--- config.mk ---
export PLATFORM = sky130hd
export DESIGN_NAME = lvds_frame_tx
export DESIGN_NICKNAME = d
export VERILOG_FILES = /design/src/rtl/lvds_frame_tx.sv
export SDC_FILE = /design/constraint.sdc
export NUM_CORES = 1
export LEC_CHECK = 0
export CAP_MARGIN = 20
export CORE_MARGIN = 1
export CORE_UTILIZATION = 55
export CTS_CLUSTER_DIAMETER = 30
export DETAILED_ROUTE_END_ITERATION = 8
export GPL_ROUTABILITY_DRIVEN = 0
export PLACE_DENSITY = 0.79
export RECOVER_POWER = 25
export SYNTH_ARGS = -nofsm -noshare
export SYNTH_HDL_FRONTEND = slang
export SYNTH_SLANG_ARGS = --single-unit
--- constraint.sdc ---
create_clock -name lvds_clk -period 11.9 [get_ports lvds_clk]
set_input_delay 2.38 -clock lvds_clk [delete_from_list [all_inputs] [get_ports lvds_clk]]
set_output_delay 2.38 -clock lvds_clk [all_outputs]
set_load 0.03 [all_outputs]
--- src/rtl/lvds_frame_tx.sv ---
// Framed MSB-first serialiser: SYNC, seq, N_WORDS payload, checksum. First bit one cycle after tx_flag.
// No backpressure: payload writes never stall; ticks arriving while a frame is in flight are dropped and counted.
module lvds_frame_tx #(
  parameter int          N_WORDS   = 4,
  parameter logic [15:0] SYNC_WORD = 16'hEB90
) (
  input  logic        lvds_clk,
  input  logic        rst_n,
  input  logic        tx_flag,
  input  logic [15:0] data_in,
  input  logic        data_wr,
  output logic        tx_data,
  output logic        tx_en,
  output logic        busy,
  output logic [15:0] frame_cnt,
  output logic [7:0]  overrun_cnt
);

  localparam int TOTAL_BITS = 16 * (N_WORDS + 3);
  localparam int CW         = $clog2(TOTAL_BITS);
  localparam int PW         = (N_WORDS > 1) ? $clog2(N_WORDS) : 1;

  typedef enum logic {IDLE, SEND} state_t;

  state_t                state_q, state_d;
  logic [15:0]           mem [N_WORDS];
  logic [PW-1:0]         wr_ptr;
  logic [TOTAL_BITS-1:0] shreg;
  logic [TOTAL_BITS-1:0] frame_img;
  logic [CW-1:0]         bit_cnt;
  logic [15:0]           csum;
  logic                  accept;

  // Whole frame image, checksum included, is built from the live buffer and loaded in one shot.
  always_comb begin
    csum      = frame_cnt;
    frame_img = '0;
    frame_img[TOTAL_BITS-1 -: 16]  = SYNC_WORD;
    frame_img[TOTAL_BITS-17 -: 16] = frame_cnt;
    for (int i = 0; i < N_WORDS; i++) begin
      csum = csum + mem[i];
      frame_img[TOTAL_BITS-33-16*i -: 16] = mem[i];
    end
    frame_img[15:0] = csum;
  end

  always_comb begin
    state_d = state_q;
    accept  = 1'b0;
    case (state_q)
      IDLE: begin
        if (tx_flag) begin
          state_d = SEND;
          accept  = 1'b1;
        end
      end
      SEND: begin
        if (bit_cnt == '0) state_d = IDLE;
      end
      default: state_d = IDLE;
    endcase
  end

  always_ff @(posedge lvds_clk or negedge rst_n) begin
    if (!rst_n) state_q <= IDLE;
    else        state_q <= state_d;
  end

  always_ff @(posedge lvds_clk or negedge rst_n) begin
    if (!rst_n) begin
      shreg       <= '0;
      bit_cnt     <= '0;
      frame_cnt   <= '0;
      overrun_cnt <= '0;
    end else begin
      if (accept) begin
        shreg     <= frame_img;
        bit_cnt   <= CW'(TOTAL_BITS - 1);
        frame_cnt <= frame_cnt + 16'd1;
      end else if (state_q == SEND) begin
        shreg   <= {shreg[TOTAL_BITS-2:0], 1'b0};
        bit_cnt <= bit_cnt - CW'(1);
      end
      // Any tick seen in SEND, including the last-bit cycle, is lost.
      if (state_q == SEND && tx_flag && overrun_cnt != 8'hFF)
        overrun_cnt <= overrun_cnt + 8'd1;
    end
  end

  always_ff @(posedge lvds_clk or negedge rst_n) begin
    if (!rst_n) begin
      wr_ptr <= '0;
      for (int i = 0; i < N_WORDS; i++) mem[i] <= '0;
    end else if (data_wr) begin
      mem[wr_ptr] <= data_in;
      wr_ptr      <= (wr_ptr == PW'(N_WORDS - 1)) ? '0 : wr_ptr + PW'(1);
    end
  end

  assign busy    = (state_q == SEND);
  assign tx_en   = busy;
  assign tx_data = tx_en & shreg[TOTAL_BITS-1];

endmodule

==> impl_metrics.toml <==
[timing]
min_period_over_period_pct = 42.9
fmaxAchievable_mhz = 196
finalHoldViolCount = 0
worst_slew_pin_slew_ps = 1040
setup_viol = 0
maxSlewViolCount = 0
rsz0062_at_grt = "no"
tns_ps = 0
fin_worst_skew_ps = 14.4
min_period_ps = 5110
slew_headroom_pct = 30.3

[detailed_routing]
dr.pass1.iters = 5
via_per_inst = 5.43
routed_wirelength_microns = 22800
drt-initial-drc-count = 408
antenna_left = 0
dr_total_vias = 7255
drc = 0
wl_per_cell_microns = 17.1

[synthesis]
synthSimpleGateAreaFrac_pct = 6.97
synth_xor_area_share_pct = 3.28
syn-cell-area_sq_um = 11000
synth_top_family_by_area = "multiplexers"
synth-main-ff-cell = "dfrtp_1"
ys_seq_area_share_pct = 48.0
synth_compound_area_share_pct = 8.54
synth-edff-count = 0
yosys_warnings = 0
synthAdderAreaFrac_pct = 10.7
netlist-cell-type-count = 50
muxShareOfSynthArea_pct = 14.9
ys_seq_elements = 210
async_flop_share_pct = 100
syn_nets = 1086
syn_avg_cell_area_sq_um = 11.0
synth_cells = 999

[worst_setup_path]
worstPathBufferInverterCount = 2
arrival_ps = 2730
worstReg2RegStart = "frame_cnt[1]"
required_ps = 9520
cpPeakStageDelay_ps = 670
cp_top_family = "buffers and inverters"
cp_max_fo = 83
worstRegToRegCells = 15
path_cells = "buf_4 -> and2_1 -> clkdlybuf4s50_1"
r2r_slack_ps = 7610
timing.rr.end = "shreg[15]"
crit_type = "flip-flop to output port"
cp-end-kind = "output port"
crit_slowest_cell = "dfrtp_4"
critPathLaunchType = "flip-flop"

[floorplan]
core_area_sq_um = 19500
io_pins = 47
die_y_microns = 143
die-area_sq_um = 20500
fp.dieW_microns = 143
fp-row-count = 51
start_util_pct = 56.1

[clocking]
clkLatencyLatePin_ps = 520
htreeDepth = 2
path_clk_slew_ps = 50
cts_hold_buf = 0
cts_buffers = 42
cts_sinks = 210
ctsResizeCount = 0
tritoncts = "done"
clk_path_buf_depth = 3
cts_root_buffer = "clkbuf_16"
postCtsSetupRepairBufs = 0

[global_route]
grt_overflow = 0
grt.busiest_layer = "met2"
grt_util_met1_pct = 31.4
grt_util_met2_pct = 38.0
antenna_found_initial = 0
grt_pass1_wl_microns = 37900
grt_use_met3_pct = 5.16
grt_pass1_vias = 7590
grt_max_degree = 123
globalRouteTotalUtil_pct = 24.0

[hold_path]
worstHoldPathCells = 2
hold_path_end = "shreg[44]"
hold_path.class = "flip-flop to flip-flop"
min_from = "shreg[43]"

[final_layout]
mostFrequentLayoutCells = "dfrtp_1, inv_1, nand2_1"
diodes = 0
num-nets-final = 1123
drive_above_1_share_pct = 15.0
multi_input_area_sq_um = 4860
layout_commonest_cell = "dfrtp_1"
fill_cells = 1474
area_growth_pct = 18.6
seq_area_sq_um = 5260

[placed_design]
io_buffers = 46
dp_hpwl_microns = 14100

[job]
drv_cap = 0

[status]
status = "complete, no violations"
tightest hold or removal path, cell delays in order (launching register included):
cell and delay [ps]:
dfrtp_1 330, nand2_1 50, o21ai_0 60
registers in the layout (all words and copies together), names as in the netlist:
signal / flops
frame_cnt: 16
shreg: 112
bit_cnt: 7
frame_img: 64
busy: 1
overrun_cnt: 8
wr_ptr: 2
kinds of logic after synthesis:
kind of cell	after synthesis
AND/OR/NAND/NOR	168
multiplexers	155
buffers and inverters	199
adder cells (fa/ha/maj)	67
AO/OA/AOI/OAI	159
flip-flops	210
XOR/XNOR	41
cells in the mapped netlist, types with 2 or more instances:
cell type    n  area (sq um)
dfrtp_1    210          5260
inv_1      140           526
nand2_1    112           420
o21ai_0     98           490
mux2i_1     90           901
mux2_2      65           732
fa_1        44           881
xnor2_1     33           289
clkbuf_1    27           101
ha_1        23           288
nor2_1      19          71.3
buf_4       18           135
a21oi_1     16          80.1
buf_2       10          50.1
a22o_1       9          78.8
nand4_1      9          56.3
o22a_1       8          70.1
xor2_1       8          70.1
nand3_1      6          30.0
a22oi_1      5          37.5
a21o_1       4          30.0
a31oi_1      4          25.0
and3_1       4          25.0
nand2b_1     3          18.8
nor3_1       3          15.0
a211oi_1     2          15.0
a21oi_2      2          17.5
buf_1        2          7.51
buf_6        2          22.5
o21a_1       2          15.0
o22ai_1      2          12.5
per-stage QoR:
step / util, % / std cells / setup WS [ps] / hold slack, ps / cell area (sq um)
final: 66.6 / 1335 / 6790 / 474 / 13000
after global routing: 66.6 / 1335 / 6600 / 498 / 13000
after CTS: 66.4 / 1333 / 6780 / 477 / 13000
after detailed placement: 58.7 / 1255 / 6970 / 469 / 11500
after global placement: 58.7 / 1255 / 7050 / 463 / 11500
after floorplan: - / 999 / 8100 / 452 / 11000
routing by layer:
layer | routed length, microns | part of all wire [%]
met1 | 10000 | 44
met2 | 10900 | 48
met3 | 1120 | 4.9
met4 | 787 | 3.4
met5 | 0 | 0
layout make-up:
class / count / share of cell area, %
tap: 265 / 2.55
inverter: 140 / 4.04
timing repair buffer: 52 / 4.00
clock buffer: 53 / 9.20
sequential: 210 / 40.5
multi-input combinational: 590 / 37.4
clock inverter: 25 / 2.34
how the worst max path moves through the flow:
stage / cells after the start / startpoint / slack [ps] / to
2_1_floorplan: 4 / busy / 8100 / tx_data
3_3_place_gp: 7 / tx_flag / 7050 / overrun_cnt[3]
5_1_grt: 3 / busy / 6600 / tx_data
6_report: 3 / busy / 6790 / tx_data
4_1_cts: 3 / busy / 6780 / tx_data
3_5_place_dp: 7 / tx_flag / 6970 / overrun_cnt[7]
Power is not shown: default switching activity piles up to over one toggle a cycle in this logic, so the estimate is an artifact.
==> RTL edit (config.mk and constraints unchanged) <==
Make the reset (`rst_n`) synchronous in 3 clocked blocks.
--- a/src/rtl/lvds_frame_tx.sv
+++ b/src/rtl/lvds_frame_tx.sv
@@ -63,3 +63,3 @@
 
-  always_ff @(posedge lvds_clk or negedge rst_n) begin
+  always_ff @(posedge lvds_clk) begin
     if (!rst_n) state_q <= IDLE;
@@ -68,3 +68,3 @@
 
-  always_ff @(posedge lvds_clk or negedge rst_n) begin
+  always_ff @(posedge lvds_clk) begin
     if (!rst_n) begin
@@ -89,3 +89,3 @@
 
-  always_ff @(posedge lvds_clk or negedge rst_n) begin
+  always_ff @(posedge lvds_clk) begin
     if (!rst_n) begin
Formal check against the unedited RTL: differs if rst_n is asserted again (counterexample within 4 cycles, from zero or initial values and one cycle with rst_n low); with rst_n held inactive, the same outputs for 10 cycles.
==> RTL edit against the unedited design <==
- the run now ends with capacitance limit, slew limit left
- core utilization is 0.36 points lower
- first-iteration DRC count is 20% higher
- wire length is 3.2% higher
- sequential cell count stayed put
- design area is 3.1% lower
- worst hold slack better by 0.0074 ns
- sequential share of layout area is 2.0 points lower
- worst setup slack worse by 1.8 ns
- die area is 1.1% lower
- area after synthesis is 1.1% lower
- count of clock-buffer cells in the layout is 3 lower
- critical path type is now in2reg
- largest cell class is now multi-input combinational cells
==> RTL edit: results (changes against the unedited design) <==
Global route
  • First-pass GRT wire length: 38870 um (+2.5%)
  • Vias in the first global route: 7583 (-0.092%)
  • Largest net degree at the start of global routing: 117 (-4.9%)

Synth
  • Fraction of registers with async set or reset after synthesis: 0% (-100 points)
  • Mux cell area share after synthesis: 9.068% (-5.8 points)
  • Post-synthesis compound-gate area fraction: 8.664% (+0.12 points)
  • EDFF count, synth: 64 (+64)
  • Unique masters post-synth: 55 (+10%)
  • Commonest cells post-synth: nor2_1 (223), dfxtp_1 (146), inv_1 (138)
  • Seq/Total Area, Yosys: 44.73% (-3.2 points)
  • Syn Nets: 1243 (+14%)
  • Main synth FF type: dfxtp_1

Placed design
  • Dpl ws: 6.789 ns (-0.1827 ns)
  • Placed cell area: 11310 sq um (-1.4%)
  • DP HPWL: 15810 um (+12%)

Run
  • Max Cap Viol: 1 (+1)

Worst setup path
  • Reg-to-Reg End: shreg[13]$_SDFFE_PN0P_
  • Slowest cell on crit path: clkinvlp_2
  • Worst R2R Setup Slack: 7.59 ns (-0.02 ns)
  • Worst Setup SP: rst_n
  • Critical path destination: shreg[0]$_SDFFE_PN0P_
  • Crit Path Class: in2reg
  • Worst Path Max Fanout: 77 (-7.2%)

STA
  • Rel. slew slack: -25.92% (-56 points)
  • Fin. max-slew vios: 46 (+46)
  • Fin crit share: 57.90% (+15 points)

Route
  • Drt initial violations: 491 (+20%)
  • Per-cell routed wire length: 16.13 um (-5.7%)
  • Vias post-DR: 7749 (+6.8%)

Cells and area
  • NumNets Final: 1259 (+12%)
  • Non-Filler Instances: 1461 (+9.4%)

Run status
  • Violated checks: capacitance limit, slew limit
  • Status: finished with violations
[RTL edit: per-layer routing]
layer | global-route usage [%] | wire length, um | share of wire, %
met1 | 33.17 | 10710 | 45
met2 | 39.14 | 11000 | 47
met3 | 5.182 | 1332 | 5.7
met4 | 8.998 | 528 | 2.2
met5 | 0 | 0 | 0
[RTL edit: kinds of logic (layout without fill, tap and decap cells)]
kind of cell               after synthesis  after routing
buffers and inverters                  220            262
and+or+nand+nor                        367            367
muxes                                   98             98
adders and majority gates               64             64
xor gates and xnor gates                38             38
DFF                                    210            210
AOI/OAI and AO/OA                      162            162
[RTL edit: area by class of cell]
| type | instances | area, sq um | area share, % |
|---|---|---|---|
| well taps | 260 | 325.3 | 2.584 |
| repair buffers | 55 | 534.3 | 4.244 |
| clock inverters | 15 | 226.5 | 1.799 |
| multi-input cells | 729 | 5084 | 40.38 |
| clock buffers | 50 | 1036 | 8.230 |
| inverters | 142 | 534.3 | 4.244 |
| flip-flops and latches | 210 | 4848 | 38.52 |
